`src/rtl/multiplex.sv`:
```
// rtl/multiplex.sv - round-robin merge of INC strobe/ready streams onto one tagged output stream
// Registered single-entry output stage; the priority pointer advances only past a granted input.

module multiplex #(
  parameter int ARGW = 16,
  parameter int INC  = 2
) (
  input  logic                    clk,
  input  logic                    rst,
  input  logic [INC-1:0]          arg_stb,
  input  logic [INC*ARGW-1:0]     arg_dat,
  output logic [INC-1:0]          arg_rdy,
  output logic                    out_stb,
  output logic [ARGW-1:0]         out_dat,
  output logic [$clog2(INC)-1:0]  out_idx,
  input  logic                    out_rdy
);

  localparam int IDXW = $clog2(INC);

  logic [IDXW-1:0] ptr;
  logic [IDXW-1:0] gnt;
  logic            found;
  logic            load;
  logic            xfer;
  logic [ARGW-1:0] gdat;

  assign load = ~out_stb | out_rdy;
  assign xfer = found & load & ~rst;

  // Two passes give the circular scan ptr..INC-1 then 0..ptr-1 without modulo arithmetic.
  always_comb begin
    found = 1'b0;
    gnt   = '0;
    for (int i = 0; i < INC; i++) begin
      if (!found && arg_stb[i] && (IDXW'(i) >= ptr)) begin
        found = 1'b1;
        gnt   = IDXW'(i);
      end
    end
    for (int i = 0; i < INC; i++) begin
      if (!found && arg_stb[i] && (IDXW'(i) < ptr)) begin
        found = 1'b1;
        gnt   = IDXW'(i);
      end
    end
  end

  always_comb begin
    gdat    = '0;
    arg_rdy = '0;
    for (int i = 0; i < INC; i++) begin
      if (gnt == IDXW'(i)) begin
        gdat       = arg_dat[ARGW*i +: ARGW];
        arg_rdy[i] = xfer;
      end
    end
  end

  always_ff @(posedge clk or posedge rst) begin
    if (rst) begin
      out_stb <= 1'b0;
      out_dat <= '0;
      out_idx <= '0;
      ptr     <= '0;
    end else if (xfer) begin
      out_stb <= 1'b1;
      out_dat <= gdat;
      out_idx <= gnt;
      ptr     <= (gnt == IDXW'(INC-1)) ? '0 : gnt + 1'b1;
    end else if (out_rdy) begin
      out_stb <= 1'b0;
    end
  end

endmodule

```
`config.mk`:
```
export PLATFORM = sky130hd
export DESIGN_NAME = multiplex
export DESIGN_NICKNAME = d
export VERILOG_FILES = /design/src/rtl/multiplex.sv
export SDC_FILE = /design/constraint.sdc
export NUM_CORES = 1
export LEC_CHECK = 0
export CORE_MARGIN = 2
export CORE_UTILIZATION = 35
export DETAILED_ROUTE_END_ITERATION = 6
export PLACE_DENSITY = 0.74
export SLEW_MARGIN = 20
export SYNTH_ARGS = -nofsm -noshare
export SYNTH_HDL_FRONTEND = slang
export SYNTH_SLANG_ARGS = --single-unit
```
`constraint.sdc`:
```
create_clock -name clk -period 2.4 [get_ports clk]
set_clock_uncertainty 0.05 [all_clocks]
set_input_delay 0.48 -clock clk [delete_from_list [all_inputs] [get_ports clk]]
set_output_delay 0.48 -clock clk [all_outputs]
set_load 0.01 [all_outputs]
```
==> flow_summary_export.csv, run 1 <==
group,metric,value,unit
outcome,outcome,"finished, final reports clean",
grt,antenna_found_initial,0,
place,dp_hpwl,2060,um
timing,maxSlewHeadroom,41.1,%
critical_path,crit_chain,"clkdlybuf4s50_1, and2b_1, nand3_2, inv_1, dlygate4sd2_1",
timing,finalCritPeriodShare,90.2,%
timing,worst_slew_pin_slew,0.880,ns
timing,rsz0062_at_grt,"false",
clock_network,cts_made_buffers,3,
grt,overflow,0,
critical_path,rr_endpoint,"out_dat[14]",
critical_path,r2r_cells,3,
critical_path,r2r_slack,0.78,ns
min_path,min_from,"out_idx",
grt,grt_max_degree,20,
route,post_drt_via_cell_ratio,5.21,
run,maxCapViolations,0,
die,dieArea,3400,um2
power_and_ir_drop,leakagePower,0.000736,uW
route,drc,0,
power_and_ir_drop,max-vdd-ir-drop,0.479,mV
finish,seq_area,475,um2
critical_path,cp_max_fo,4,
route,totalWireLength,2750,um
clock_network,clk_pin_slew_worst_paths,0.11,ns
yosys,synth_seq_cells,19,
finish,synthToLayoutAreaGrowth,60.0,%
yosys,yosysWarnings,0,
min_path,whs_path_depth,2,
yosys,synth_cell_types,18,
clock_network,cts_max_level,1,
yosys,synth_area,1030,um2
power_and_ir_drop,power,1010,uW
min_path,min_to,"out_idx",
route,vias,937,
finish,mostFrequentLayoutCell,"clkdlybuf4s50_1",
critical_path,critPathLaunchType,"input pin",
clock_network,clkSinkCount,19,
finish,diodes,0,
min_path,min_path_type,"reg2reg",
critical_path,crit_required,1.87,ns
yosys,synth.avg_cell_area,11.4,um2
finish,fillers,264,
finish,multi_input_area,442,um2
yosys,syn_inst,91,
die,start_util,37.2,%
clock_network,worst_skew_pair.late_latency,0.30,ns
die,num_rows,19,
yosys,syn_nets,128,
timing,finalHoldViolations,0,
grt,grt_pass1_vias,1008,
finish,final_cell_mix,"54 x clkdlybuf4s50_1, 19 x inv_1, 19 x dfrtp_1, 12 x o221a_1, 9 x o31ai_2",
finish,drive_gt1_share,18.1,%
route,post_drt_wl_per_cell,15.3,um
critical_path,cpPeakStageDelay,0.51,ns
critical_path,slowest_stage,"clkdlybuf4s50_1",
route,drt_pass1_iterations,4,
place,portBuffers,56,
critical_path,end_kind,"primary output",
grt,gr-usage-all-layers,17.0,%
place,place_congestion,0.770,
place,post-place-ws,-0.0200,ns
timing,tns,0,ns
die,core,2780,um2
die,ios,57,
critical_path,arrival,1.63,ns
power_and_ir_drop,power_density,611,nW/um2
finish,layout.nets,187,
clock_network,cts_tree,"built",
timing,setup_violations,0,
timing,holdWs,0.473,ns
die,dieHeight,58.3,um
grt,grt_pass1_wl,4460,um
route,ant_nets,0,
clock_network,cts_buffer_depth,2,
clock_network,cts_setup_buffers,0,
critical_path,rr_startpoint,"out_stb",
timing,slew_violations,0,
timing,period_minus_slack,2.16,ns
timing,setup_slack,0.235,ns
route,first_iter_violations,11,
clock_network,root_buffer,"clkbuf_4",
timing,max_freq,0.462,GHz
critical_path,crit_type,"in2out",
yosys,yosysSeqAreaShare,46.0,%
die,die_w,58.3,um
[synthesized netlist by cell type]
| master | count | share of area, % |
|---|---|---|
| a21oi_1 | 1 | 0.48 |
| a31oi_1 | 1 | 0.61 |
| and2b_1 | 2 | 1.5 |
| buf_2 | 5 | 2.4 |
| buf_6 | 2 | 2.2 |
| dfrtp_1 | 19 | 46 |
| inv_1 | 19 | 6.9 |
| nand2_1 | 2 | 0.73 |
| nand2b_1 | 1 | 0.61 |
| nand2b_2 | 1 | 0.85 |
| nand3_2 | 2 | 1.9 |
| nor2_2 | 1 | 0.61 |
| nor2b_1 | 1 | 0.61 |
| o21ai_0 | 1 | 0.48 |
| o221a_1 | 12 | 13 |
| o221a_2 | 4 | 4.4 |
| o31ai_1 | 8 | 5.8 |
| o31ai_2 | 9 | 11 |
[routing by layer]
layer | part of all wire, % | global-route usage, % | vias up
li1 | - | - | 455
met1 | 40 | 20.4 | 441
met2 | 53 | 31.1 | 39
met3 | 6.2 | 3.52 | 2
met4 | 0.44 | 3.99 | 0
met5 | 0 | 0 | -
[kinds of logic (layout without fill, tap and decap cells)]
logic type             count (synthesis)  in the layout  share of synthesized area, %
AOI/OAI and AO/OA                     36             36                          35.7
DFF                                   19             19                          46.0
buffers and inverters                 26             84                          11.5
and+or+nand+nor                       10             10                          6.78
[worst max path at each step]
stage / startpoint / to / slack, ns / cells past startpoint
2_1_floorplan: rst / arg_rdy[1] / 0.76 / 4
3_3_place_gp: rst / arg_rdy[0] / 0.03 / 5
3_5_place_dp: rst / arg_rdy[0] / -0.02 / 5
4_1_cts: rst / arg_rdy[1] / 0.02 / 5
5_1_grt: rst / arg_rdy[0] / 0.19 / 5
6_report: rst / arg_rdy[0] / 0.24 / 5
[cell type report]
class | instances | area share, %
clock inverters | 1 | 0.303
flip-flops and latches | 19 | 28.7
clock buffers | 3 | 1.36
well taps | 31 | 2.34
repair buffers | 61 | 36.2
inverters | 19 | 4.31
multi-input cells | 46 | 26.7
[timing repair]
item / 4_1_cts / 5_1_grt
hold buffers: 0 / 0
setup endpoints to repair: 1 / 1
gates resized for setup: 1 / 1
[registers in the layout, indices dropped and copies added, names as in the netlist]
name	flops
out_stb	1
out_idx	1
ptr	1
out_dat	16
[worst max-delay path, delay by kind of cell]
family,cells,cell delay (ns)
buffers and inverters,3,0.83
AND/OR/NAND/NOR,2,0.32
[power by group]
part | internal, uW | switching [uW]
Combinational | 254 | 165
Clock | 62.1 | 107
Sequential | 385 | 38.3
[stage by stage]
step                util (%)  area (um2)  cells
global placement        58.4        1630    176
global route            59.5        1650    180
floorplan                  -        1030     91
detailed placement      58.4        1630    176
finish                  59.5        1650    180
CTS                     59.4        1650    180
No activity file was read; power rests on OpenSTA's default activity.
==> inputs of run 2 (changes only) <==
--- a/config.mk
+++ b/config.mk
@@ -5,10 +5,11 @@
 export SDC_FILE = /design/constraint.sdc
 export NUM_CORES = 1
 export LEC_CHECK = 0
+export ABC_AREA = 1
 export CORE_MARGIN = 2
 export CORE_UTILIZATION = 35
 export DETAILED_ROUTE_END_ITERATION = 6
-export PLACE_DENSITY = 0.74
+export PLACE_DENSITY = 0.73
 export SLEW_MARGIN = 20
 export SYNTH_ARGS = -nofsm -noshare
 export SYNTH_HDL_FRONTEND = slang
==> flow_summary_export.csv, run 2 <==
group,metric,value,unit
place,dp_hpwl,2120,um
clock_network,cts_tree,"built",
critical_path,timing.critical_path.buf_inv,3,
outcome,outcome,"finished, final reports clean",
finish,regMostFlops,"out_dat",
min_path,min_path_type,"reg2reg",
finish,drive_gt1_share,8.96,%
grt,antenna_found_initial,0,
yosys,yosys.area.top_type,"dfrtp_1",
clock_network,clkSinkCount,19,
route,first_iter_violations,18,
die,start_util,36.0,%
route,drc,0,
finish,largest_reg_flops,16,
critical_path,cp_top_family,"buffers and inverters",
yosys,synth_area,1080,um2
place,place_congestion,0.785,
timing,setup_violations,0,
die,ios,57,
grt,grt_pass1_wl,4730,um
timing,maxSlewHeadroom,74.7,%
run,maxCapViolations,0,
route,ant_nets,0,
yosys,async_reset_ff_share,100,%
yosys,syn_nets,176,
clock_network,cts_made_buffers,3,
grt,grt_pass1_vias,1129,
yosys,yosysMostFrequentCell,"nand2_1",
die,die_w,59.6,um
clock_network,cts_max_level,1,
route,drt_pass1_iterations,4,
finish,synthToLayoutAreaGrowth,58.3,%
critical_path,r2r_slack,1.03,ns
finish,mostFrequentLayoutCell,"clkdlybuf4s50_1",
power_and_ir_drop,power_density,556,nW/um2
clock_network,hold_buffers,0,
finish,diodes,0,
critical_path,critPathLaunchType,"input pin",
finish,fin_util,57.0,%
grt,grt_max_degree,21,
clock_network,cts_resized,2,
clock_network,clk_pin_slew_worst_paths,0.11,ns
die,num_rows,20,
timing,worst_slew_pin_slew,0.378,ns
die,core,3000,um2
yosys,synth-edff-count,0,
timing,period_minus_slack,2.18,ns
yosys,synth.avg_cell_area,7.79,um2
route,post_drt_via_cell_ratio,4.69,
critical_path,crit_type,"in2out",
yosys,yosysSeqAreaShare,43.9,%
yosys,syn_inst,139,
route,post_drt_wl_per_cell,11.8,um
finish,final_cell_mix,"54 x clkdlybuf4s50_1, 52 x nand2_1, 19 x inv_1, 19 x dfrtp_1",
timing,finalHoldViolations,0,
yosys,yosysWarnings,0,
yosys,synth_area_leaders,"dfrtp_1 44%, nand2_1 18%, nand3b_1 11%",
timing,max_freq,0.458,GHz
critical_path,slowest_stage,"clkdlybuf4s50_1",
clock_network,worst_skew_pair.late_latency,0.29,ns
route,vias,1098,
timing,rsz0062_at_grt,"false",
yosys,synth_flop_cell,"dfrtp_1",
yosys,netlist.area_leader.share,43.9,%
die,dieHeight,59.6,um
finish,layout.nets,239,
place,post-place-ws,-0.0617,ns
yosys,synth_cell_types,15,
yosys,synthTopCellsByCount,"52 x nand2_1, 19 x dfrtp_1, 19 x inv_1",
critical_path,arrival,1.65,ns
timing,setup_slack,0.216,ns
timing,finalCritPeriodShare,91.0,%
power_and_ir_drop,leakagePower,0.000865,uW
critical_path,cpPeakStageDelay,0.54,ns
grt,overflow,0,
die,dieArea,3550,um2
place,portBuffers,56,
clock_network,cts_buffer_depth,2,
critical_path,end_kind,"primary output",
clock_network,cts_setup_buffers,0,
critical_path,crit_chain,"clkdlybuf4s50_1, buf_4, nand2_4, nor2_1, dlygate4sd2_1",
route,totalWireLength,2770,um
power_and_ir_drop,max-vdd-ir-drop,0.243,mV
timing,tns,0,ns
critical_path,cp_max_fo,3,
critical_path,crit_required,1.87,ns
grt,gr-usage-all-layers,17.7,%
yosys,synth_seq_cells,19,
clock_network,root_buffer,"clkbuf_4",
timing,slew_violations,0,
-- run 2: changes by cell type after synthesis, sizes merged --
cell,delta
nor2b,-1
nor2,+2
o221a,-16
nand2,+52
a31oi,-1
inv,+1
nand3b,+16
nand2b,-2
nand3,+15
o31ai,-17
a21oi,+1
and2b,-2
-- run 2: power breakdown --
group | total [uW] | switching (uW) | internal [uW]
Clock | 164 | 99.8 | 64.7
Combinational | 374 | 162 | 212
Sequential | 414 | 33.2 | 381
-- run 2: tightest hold or removal path: cells and delay by family, from the launching register on --
family | cells | cell delay, ns
and+or+nand+nor | 2 | 0.10
DFF | 1 | 0.36
-- run 2: cell families after synthesis --
| group | share of synthesized area, % |
|---|---|
| buf+inv | 12.7 |
| flops | 43.9 |
| compound gates | 1.39 |
| simple gates | 42.0 |
-- run 2: metrics by stage --
stage               hold slack, ns  power [uW]  std cells  instance area [um2]
finish                       0.442         952        234                 1710
global route                 0.466        1020        234                 1710
CTS                          0.447         963        234                 1710
detailed placement           0.419         800        230                 1690
global placement             0.411         793        230                 1690
floorplan                    0.406         585        139                 1080
-- run 2: final cells by class --
class	count	area [um2]
fillers	298	1290
well taps	33	41.3
clock buffers	4	26.3
inverters	20	75.1
multi-input cells	93	469
flip-flops and latches	19	475
repair buffers	65	626
-- run 2: routing by layer --
| layer | GRT usage, % | share of wire (%) | vias to the layer above |
|---|---|---|---|
| met4 | 9.84 | 1.9 | 0 |
| li1 | - | - | 551 |
| met1 | 19.4 | 41 | 518 |
| met2 | 32.8 | 54 | 25 |
| met5 | 0 | 0 | - |
| met3 | 1.53 | 3.2 | 4 |
-- run 2: final timing paths --
| path | startpoint | end | cells past startpoint |
|---|---|---|---|
| min in group asynchronous | rst | ptr | 3 |
| setup reg to reg | out_stb | out_dat[10] | 6 |
| hold / removal | out_dat[4] | out_dat[4] | 2 |
| hold reg to reg | out_dat[4] | out_dat[4] | 2 |
| setup / recovery | arg_stb[1] | arg_rdy[1] | 5 |
| max in group asynchronous | rst | out_dat[7] | 3 |
